**src/rtl/alu_pkg.sv**
```systemverilog
// ============================================================================
// Module      : alu_pkg
// Description : Shared types and constants for the alu_issue slice: the
//               opcode type, the default data width and the command FIFO
//               entry. The fwd bit exists in the entry only when
//               ALU_ISSUE_FWD_EN is defined.
// Revision    : 1.0 - initial release
// ============================================================================
`default_nettype none

package alu_pkg;

   // Default operand/result width of the issue block.
   localparam int ALU_DATA_W = 32;

   // Operand storage ceiling of a FIFO entry; DATA_W must not exceed this.
   localparam int ALU_MAX_W  = 64;

   typedef logic [2:0] t_alu_op;

   typedef struct packed {
      logic [ALU_MAX_W-1:0] in1;
      logic [ALU_MAX_W-1:0] in2;
      t_alu_op              opcode;
`ifdef ALU_ISSUE_FWD_EN
      logic                 fwd;
`endif
   } t_alu_cmd;

endpackage

`default_nettype wire

```
**src/rtl/alu_cmd_fifo.sv**
```systemverilog
// ============================================================================
// Module      : alu_cmd_fifo
// Description : Power-of-two command FIFO for alu_issue. Head entry is
//               presented combinationally; pointers wrap naturally by width.
// Revision    : 1.0 - initial release
// ============================================================================
`default_nettype none

module alu_cmd_fifo
   import alu_pkg::*;
#(
   parameter int DEPTH = 4
) (
   input  logic                   clk,
   input  logic                   rst_n,
   input  logic                   push,
   input  t_alu_cmd               push_data,
   input  logic                   pop,
   output t_alu_cmd               head,
   output logic                   full,
   output logic                   empty,
   output logic [$clog2(DEPTH):0] count
);

   localparam int PTR_W = $clog2(DEPTH);
   localparam int CNT_W = PTR_W + 1;

   t_alu_cmd             mem_q [DEPTH];
   logic [PTR_W-1:0]     wr_ptr_q, wr_ptr_d;
   logic [PTR_W-1:0]     rd_ptr_q, rd_ptr_d;
   logic [CNT_W-1:0]     count_q,  count_d;
   logic                 w_wr, w_rd;

   assign full  = (count_q == CNT_W'(DEPTH));
   assign empty = (count_q == '0);
   assign count = count_q;
   assign head  = mem_q[rd_ptr_q];

   // Qualify requests so the count can never overflow or underflow.
   always_comb begin
      w_wr     = push & ~full;
      w_rd     = pop  & ~empty;
      wr_ptr_d = wr_ptr_q;
      rd_ptr_d = rd_ptr_q;
      count_d  = count_q;
      if (w_wr) wr_ptr_d = wr_ptr_q + PTR_W'(1);
      if (w_rd) rd_ptr_d = rd_ptr_q + PTR_W'(1);
      case ({w_wr, w_rd})
         2'b10:   count_d = count_q + CNT_W'(1);
         2'b01:   count_d = count_q - CNT_W'(1);
         default: count_d = count_q;
      endcase
   end

   // Pointer and occupancy state, cleared asynchronously.
   always_ff @(posedge clk or negedge rst_n) begin
      if (!rst_n) begin
         wr_ptr_q <= '0;
         rd_ptr_q <= '0;
         count_q  <= '0;
      end else begin
         wr_ptr_q <= wr_ptr_d;
         rd_ptr_q <= rd_ptr_d;
         count_q  <= count_d;
      end
   end

   // Storage array; contents are don't-care until written, so no reset.
   always_ff @(posedge clk) begin
      if (w_wr) mem_q[wr_ptr_q] <= push_data;
   end

endmodule

`default_nettype wire

```
**src/rtl/alu_issue.sv**
```systemverilog
// ============================================================================
// Module      : alu_issue
// Description : Queues ALU commands, drives an external combinational ALU
//               from the FIFO head and registers its result into a
//               valid/ready response stage.
//               Optional macro ALU_ISSUE_FWD_EN: a head entry with fwd=1
//               takes operand 1 from the last popped result.
//               DATA_W must not exceed alu_pkg::ALU_MAX_W.
// Revision    : 1.0 - initial release
// ============================================================================
`default_nettype none

module alu_issue
   import alu_pkg::*;
#(
   parameter int DATA_W = ALU_DATA_W,
   parameter int DEPTH  = 4
) (
   input  logic                   clk,
   input  logic                   rst_n,
   input  logic                   cmd_valid,
   output logic                   cmd_ready,
   input  logic [DATA_W-1:0]      cmd_in1,
   input  logic [DATA_W-1:0]      cmd_in2,
   input  logic [2:0]             cmd_opcode,
   input  logic                   cmd_fwd,
   output logic [DATA_W-1:0]      alu_in1,
   output logic [DATA_W-1:0]      alu_in2,
   output logic [2:0]             alu_opcode,
   input  logic [DATA_W-1:0]      alu_out,
   output logic                   rsp_valid,
   input  logic                   rsp_ready,
   output logic [DATA_W-1:0]      rsp_data,
   output logic [2:0]             rsp_opcode,
   output logic [$clog2(DEPTH):0] occupancy
);

   t_alu_cmd            w_push_cmd;
   t_alu_cmd            w_head;
   logic                w_full;
   logic                w_empty;
   logic                w_push;
   logic                w_pop;
   logic                w_unused_ok;

   logic                rdy_en_q;
   logic                rsp_valid_q,   rsp_valid_d;
   logic [DATA_W-1:0]   rsp_data_q,    rsp_data_d;
   t_alu_op             rsp_opcode_q,  rsp_opcode_d;
   logic [DATA_W-1:0]   last_result_q, last_result_d;

   // Ready is held low in reset and rises on the first edge after release.
   assign cmd_ready = rdy_en_q & ~w_full;
   assign w_push    = cmd_valid & cmd_ready;
   // Empty comes from registered count, so a push into an empty FIFO
   // cannot pop in the same cycle.
   assign w_pop     = ~w_empty & (~rsp_valid_q | rsp_ready);

   // Pack the incoming command into a FIFO entry.
   always_comb begin
      w_push_cmd        = '0;
      w_push_cmd.in1    = ALU_MAX_W'(cmd_in1);
      w_push_cmd.in2    = ALU_MAX_W'(cmd_in2);
      w_push_cmd.opcode = cmd_opcode;
`ifdef ALU_ISSUE_FWD_EN
      w_push_cmd.fwd    = cmd_fwd;
`endif
   end

   // Upper storage bits and, in the base build, the fwd input are unused.
   assign w_unused_ok = ^{w_head, cmd_fwd};

   alu_cmd_fifo #(
      .DEPTH     (DEPTH)
   ) u_fifo (
      .clk       (clk),
      .rst_n     (rst_n),
      .push      (w_push),
      .push_data (w_push_cmd),
      .pop       (w_pop),
      .head      (w_head),
      .full      (w_full),
      .empty     (w_empty),
      .count     (occupancy)
   );

   // Drive the ALU from the head entry; all zero while the FIFO is empty.
   always_comb begin
      alu_in1    = '0;
      alu_in2    = '0;
      alu_opcode = '0;
      if (!w_empty) begin
         alu_in1    = w_head.in1[DATA_W-1:0];
`ifdef ALU_ISSUE_FWD_EN
         if (w_head.fwd) alu_in1 = last_result_q;
`endif
         alu_in2    = w_head.in2[DATA_W-1:0];
         alu_opcode = w_head.opcode;
      end
   end

   // Response stage: capture on pop, drop valid once consumed, else hold.
   always_comb begin
      rsp_valid_d   = rsp_valid_q;
      rsp_data_d    = rsp_data_q;
      rsp_opcode_d  = rsp_opcode_q;
      last_result_d = last_result_q;
      if (w_pop) begin
         rsp_valid_d   = 1'b1;
         rsp_data_d    = alu_out;
         rsp_opcode_d  = alu_opcode;
         last_result_d = alu_out;
      end else if (rsp_ready) begin
         rsp_valid_d   = 1'b0;
      end
   end

   // Response, forwarding and ready-enable registers.
   always_ff @(posedge clk or negedge rst_n) begin
      if (!rst_n) begin
         rdy_en_q      <= 1'b0;
         rsp_valid_q   <= 1'b0;
         rsp_data_q    <= '0;
         rsp_opcode_q  <= '0;
         last_result_q <= '0;
      end else begin
         rdy_en_q      <= 1'b1;
         rsp_valid_q   <= rsp_valid_d;
         rsp_data_q    <= rsp_data_d;
         rsp_opcode_q  <= rsp_opcode_d;
         last_result_q <= last_result_d;
      end
   end

   assign rsp_valid  = rsp_valid_q;
   assign rsp_data   = rsp_data_q;
   assign rsp_opcode = rsp_opcode_q;

endmodule

`default_nettype wire

```
**config.mk**
```make
export PLATFORM = sky130hd
export DESIGN_NAME = alu_issue
export DESIGN_NICKNAME = d
export VERILOG_FILES = /design/src/rtl/alu_pkg.sv /design/src/rtl/alu_cmd_fifo.sv /design/src/rtl/alu_issue.sv
export SDC_FILE = /design/constraint.sdc
export NUM_CORES = 1
export LEC_CHECK = 0
export BUFFER_PORTS_ARGS = -buffer_cell sky130_fd_sc_hd__buf_2
export CORE_MARGIN = 3
export CORE_UTILIZATION = 35
export CTS_CLUSTER_SIZE = 24
export DETAILED_ROUTE_END_ITERATION = 10
export GPL_TIMING_DRIVEN = 1
export HOLD_SLACK_MARGIN = 0.12
export PLACE_DENSITY_LB_ADDON = 0.15
export SLEW_MARGIN = 20
export SYNTH_ARGS = -nofsm -noshare
export SYNTH_HDL_FRONTEND = slang
export SYNTH_HIERARCHICAL = 1
export SYNTH_SLANG_ARGS = --single-unit
```
**constraint.sdc**
```tcl
create_clock -name clk -period 6.3 [get_ports clk]
set_input_delay 0.315 -clock clk [delete_from_list [all_inputs] [get_ports clk]]
set_output_delay 0.315 -clock clk [all_outputs]
set_load 0.05 [all_outputs]
```
==> metrics.cfg, run 1 <==
[status]
outcome = complete, no violations

[routing]
dr.pass1.iters = 4
wl_um = 25500
drc = 0
avgRoutedWirePerCell_um = 18.9
post_drt_via_cell_ratio = 4.69
antenna_left = 0
vias = 6309
drt_first_iter_violations = 251

[finish]
fin_nets = 984
final_area_mm2 = 0.0156
area_delta_synth_final_pct = 30.6
antenna_cells = 0
area.sequential_mm2 = 0.00916
fillers = 2857
multi_input_area_mm2 = 0.00259
drive_above_1_share_pct = 41.8
final_cells = 1346

[placement]
dp.cells = 1182
gp_congestion = 0.777
dpl_cell_area_mm2 = 0.0135
io_buffers = 209
dp_hpwl_um = 14600
post-place-ws_ns = 3.12

[critical_path]
critPathTopFamily = buffers and inverters
worstPathMaxFanout = 36
critPathLaunchType = flip-flop
path_cells = buf_4, mux4_2, nor2b_1, buf_2
reg2regPathDepth = 6
max_stage_delay_ns = 0.92
path_buf_inv = 2
cpMaxStageDelayCell = dfrtp_4
worstSetupPathType = reg2out
crit_arrival_ns = 3.23
r2r_end = u_fifo/mem_q[1][97]
end_kind = output port
reg2reg_from = u_fifo/count[2]
reg2reg_slack_ns = 3.34
required_ns = 5.98

[clocking]
htreeDepth = 2
clk_latency_ns = 0.51
postCtsSetupBuffers = 0
clk_path_buf_depth = 3
cts_num_sinks = 312
cts_root_buffer = clkbuf_16
numCtsBuffers = 36
cts_tree = yes
clk_pin_slew_ns = 0.06

[yosys]
syn-cell-area_mm2 = 0.0120
synth_nets = 660
avgSynthCellArea_um2 = 21.8
synthCells = 550
ys_warn_count = 6

[timing]
hold_slack_ns = 0.446
period_minus_slack_ns = 3.55
period_share_pct = 56.3
slew_headroom_pct = 34.9
fmax_ghz = 0.282
rsz0062_at_grt = no
hold_viol_final = 0
tns_ns = 0
clock_skew_ns = 0.0145
setup_ws_ns = 2.75
worstMarginPinSlew_ns = 0.977
finalMaxSlewViolations = 0
setup_viol = 0

[power]
switching_share_pct = 40.7
clockPowerShare_pct = 24.2
p_per_area_mw_per_mm2 = 521
power_frac_seq_pct = 34.4
p_sw_mw = 3.31
cellLeakagePower_nw = 5.70
p_int_mw = 4.83
combPwrFrac_pct = 41.4
peakVddDrop_uv = 387

[global_route]
grt_max_degree = 69
grt_antenna_before_repair = 1
first_global_vias = 6969
grt_pass1_wl_um = 39000
grt-ovfl-total = 0
gr-usage-all-layers_pct = 13.9

[job]
max_cap_violations = 0

[floorplan]
dieArea_mm2 = 0.0364
ios = 211
die_w_um = 191
start_util_pct = 35.6
fp.coreArea_mm2 = 0.0336
rows = 67
die_h_um = 191

[hold_path]
holdCritStartpoint = cmd_valid
whs_endpoint = u_fifo/wr_ptr_q[0]
min_path_cells = 4
hp-class = in2reg

per-stage QoR:
step                power, mW  utilization, %
finish                   8.14            46.5
detailed placement       6.22            40.1
global placement         6.18            39.9
floorplan                5.43               -
CTS                      8.28            46.4
global route             8.54            46.5
tightest hold or removal path, cell delays in order:
cell and delay [ns]:
buf_2 0.09, and2_1 0.13, nor2b_1 0.21, xnor2_1 0.16
registers in the layout (all words and copies together), names as in the netlist:
signal,flops
rdy_en_q,1
rsp_data,32
rsp_opcode,3
rsp_valid,1
u_fifo/count,3
u_fifo/mem_q,268
u_fifo/rd_ptr_q,2
u_fifo/wr_ptr_q,2
layout make-up:
class                           instances  area share [%]
Timing Repair Buffer                  318            13.9
Inverter                                8           0.192
Sequential cell                       312            58.6
Clock inverter                         16            1.04
Multi-Input combinational cell        198            16.6
Clock buffer                           46            6.14
Tap cell                              448            3.59
power by group through the flow:
stage                     logic (mW)  registers, mW  clock network, mW
after floorplan                 2.35           3.08                  0
final                           3.37           2.80               1.97
after global routing            3.57           2.85               2.12
after CTS                       3.37           2.87               2.04
after global placement          3.29           2.89                  0
after detailed placement        3.31           2.91                  0
what timing repair did:
item | in CTS | in global routing
hold buffers | 101 | 0
endpoints found under the hold margin | 345 | 0
resized for setup | 0 | 0
placed cells by master (no fill, tap or decap), drive strengths merged:
cell / count
clkinvlp: 1
nor3b: 1
nor2: 1
o21ai: 1
edfxtp: 268
mux2i: 1
nor3: 1
o31a: 1
clkbuf: 46
xnor2: 3
xor2: 3
fa: 1
bufinv: 3
and2: 5
mux4: 67
inv: 11
nand2: 1
clkinv: 9
conb: 1
dfrtp: 44
a21oi: 1
dlygate4sd3: 101
ha: 5
nor2b: 69
buf: 217
mux2: 36
per-layer routing:
layer | track usage [%] | up-vias | wire [um] | part of all wire (%)
met4 | 3.90 | 2 | 580 | 2.3
li1 | - | 2818 | - | -
met1 | 17.4 | 3240 | 10500 | 41
met2 | 23.9 | 194 | 12600 | 50
met5 | 0 | - | 9 | 0.035
met3 | 3.72 | 55 | 1760 | 6.9
worst max-delay path by stage:
stage | from | end | slack, ns | cells after the start
floorplan | u_fifo/count[2] | u_fifo/mem_q[0][0] | 2.13 | 5
global placement | u_fifo/rd_ptr_q[0] | alu_in1[8] | 3.16 | 4
global route | u_fifo/rd_ptr_q[0] | alu_in2[23] | 2.44 | 4
detailed placement | u_fifo/rd_ptr_q[0] | alu_in2[23] | 3.12 | 4
finish | u_fifo/rd_ptr_q[0] | alu_in1[8] | 2.75 | 4
CTS | u_fifo/rd_ptr_q[0] | alu_in2[23] | 2.57 | 4
No activity file was read; power rests on OpenSTA's default activity.
==> run 2: changes to the inputs <==
==> constraint.sdc (replaced) <==
create_clock -name clk -period 3.2 [get_ports clk]
set_input_delay 0.16 -clock clk [delete_from_list [all_inputs] [get_ports clk]]
set_output_delay 0.16 -clock clk [all_outputs]
set_load 0.05 [all_outputs]
==> metrics.cfg, run 2 (same netlist as run 1, synthesis figures left out) <==
[power]
clockPowerShare_pct = 23.8  ; -0.4 points
p_sw_mw = 6.50  ; +96%
power_frac_seq_pct = 33.6  ; -0.8 points
cellLeakagePower_nw = 5.72  ; +0.35%
p_per_area_mw_per_mm2 = 1020  ; +97%
peakVddDrop_uv = 587  ; +52%
power_mw = 16.1  ; +97%
combPwrFrac_pct = 42.5  ; +1.1 points
switching_share_pct = 40.5  ; -0.22 points
p_int_mw = 9.56  ; +98%

[critical_path]
end_kind = output port
reg2reg_slack_ns = 0.71  ; -2.63 ns
worstPathMaxFanout = 24  ; -33%
r2r_end = u_fifo/count[2]
reg2regPathDepth = 11  ; +5
critPathLaunchType = flip-flop
required_ns = 3.04  ; -2.94 ns
reg2reg_from = u_fifo/count[0]
worstSetupPathType = reg2out
crit_arrival_ns = 2.55  ; -0.68 ns

[finish]
top_register = u_fifo/mem_q
final_area_mm2 = 0.0157  ; +0.36%
fin_nets = 986  ; +0.20%
area_delta_synth_final_pct = 31.1
mostFrequentLayoutCells = 268 x edfxtp_1, 208 x buf_2, 101 x dlygate4sd3_1
antenna_cells = 0  ; unchanged
post-route-util_pct = 46.7  ; +0.17 points
layout.cells.most_common = edfxtp_1
largest_register_ffs = 268  ; unchanged
drive_above_1_share_pct = 41.7  ; -0.074 points

[clocking]
numCtsBuffers = 34  ; -5.6%
cts_root_buffer = clkbuf_16
cts_num_sinks = 312  ; unchanged
cts_tree = yes
htreeDepth = 2  ; unchanged
postCtsResizedCells = 0  ; unchanged
clk_latency_ns = 0.50  ; about the same
clk_pin_slew_ns = 0.06  ; about the same
clk_path_buf_depth = 3  ; unchanged
postCtsSetupBuffers = 0  ; unchanged

[global_route]
grt-ovfl-total = 0  ; unchanged
grt_antenna_before_repair = 0  ; -1
grt_max_degree = 69  ; unchanged
grt_pass1_wl_um = 39000  ; about the same
first_global_vias = 6991  ; +0.32%
gr-usage-all-layers_pct = 13.9  ; +0.025 points

[timing]
slew_headroom_pct = 39.4  ; +4.6 points
finalMaxSlewViolations = 0  ; unchanged
worstMarginPinSlew_ns = 0.908  ; -0.0687 ns
clock_skew_ns = 0.0127  ; -0.00175 ns
fmax_ghz = 0.369
hold_slack_ns = 0.224  ; -0.223 ns
tns_ns = 0  ; unchanged
setup_viol = 0  ; unchanged
period_share_pct = 84.7
rsz0062_at_grt = no
hold_viol_final = 0  ; unchanged
period_minus_slack_ns = 2.71

[status]
outcome = complete, no violations

[routing]
wl_um = 25300  ; -0.88%
drc = 0  ; unchanged
antenna_left = 0  ; unchanged
post_drt_via_cell_ratio = 4.64  ; -1.1%
avgRoutedWirePerCell_um = 18.7  ; -1.2%
drt_first_iter_violations = 288  ; +15%
dr.pass1.iters = 4  ; unchanged
vias = 6261  ; -0.76%

[hold_path]
hp-class = in2async

[placement]
dpl_cell_area_mm2 = 0.0136  ; +0.63%
io_buffers = 209  ; unchanged
dp_hpwl_um = 14600  ; -0.38%
gp_congestion = 0.737  ; -5.1%

[floorplan]
dieArea_mm2 = 0.0364  ; unchanged
ios = 211  ; unchanged
fp.coreArea_mm2 = 0.0336  ; unchanged
start_util_pct = 35.6  ; unchanged
die_h_um = 191  ; unchanged
rows = 67  ; unchanged
die_w_um = 191  ; unchanged

[job]
max_cap_violations = 0  ; unchanged

[run 2: cell count changes in the layout (fill, tap and decap cells not counted), moves of 2 or more]
cell | before | now
buf_12 | 1 | 7
buf_16 | 2 | 0
clkinv_1 | 5 | 9
inv_6 | 3 | 0
[run 2: worst max-delay path: stages (launching register included)]
cell and delay [ns]:
dfrtp_4 0.78, buf_4 0.34, mux4_2 0.53, nor2b_1 0.14, buf_2 0.25
[run 2: power by group through the flow]
| stage | Clock, mW | Combinational [mW] | Sequential, mW |
|---|---|---|---|
| after floorplan | 0 | 4.63 | 6.05 |
| after global placement | 0 | 6.82 | 5.46 |
| after detailed placement | 0 | 6.84 | 5.51 |
| after CTS | 3.97 | 6.96 | 5.42 |
| after global routing | 4.15 | 7.23 | 5.49 |
| final | 3.83 | 6.83 | 5.40 |
[run 2: metal layers]
| layer | GRT usage (%) | vias to the layer above | routed length [um] |
|---|---|---|---|
| met5 | 0 | - | 0 |
| met1 | 16.8 | 3201 | 10300 |
| met2 | 24.6 | 188 | 12700 |
| met4 | 4.15 | 0 | 571 |
| met3 | 3.58 | 47 | 1710 |
| li1 | - | 2825 | - |
[run 2: layout make-up]
type	count	area, um2
inverter	8	30.0
multi-input combinational	198	2590
tap	448	561
fill	2845	17900
timing repair buffer	322	2240
sequential	312	9160
clock buffer	45	956
clock inverter	17	155
[run 2: worst max path at each step]
| stage | from | endpoint | slack (ns) | depth (start not counted) |
|---|---|---|---|---|
| floorplan | u_fifo/count[2] | u_fifo/mem_q[0][0] | -0.25 | 5 |
| global placement | u_fifo/count[0] | u_fifo/count[2] | 0.85 | 11 |
| detailed placement | u_fifo/count[2] | u_fifo/count[2] | 0.69 | 11 |
| CTS | u_fifo/rd_ptr_q[0] | alu_in1[23] | 0.35 | 4 |
| global route | u_fifo/rd_ptr_q[0] | alu_in1[23] | 0.28 | 4 |
| finish | u_fifo/rd_ptr_q[0] | alu_in1[8] | 0.49 | 4 |
[run 2: stage by stage]
stage               setup WS [ns]  std cells
global route                0.279       1350
global placement            0.847       1187
floorplan                  -0.252        550
CTS                         0.348       1350
detailed placement          0.694       1187
finish                      0.489       1350
[run 2: repair_timing]
| action | 4_1_cts | 5_1_grt |
|---|---|---|
| hold buffers | 101 | 0 |
| endpoints found under the hold margin | 345 | 0 |
| setup endpoints to repair | 0 | 0 |
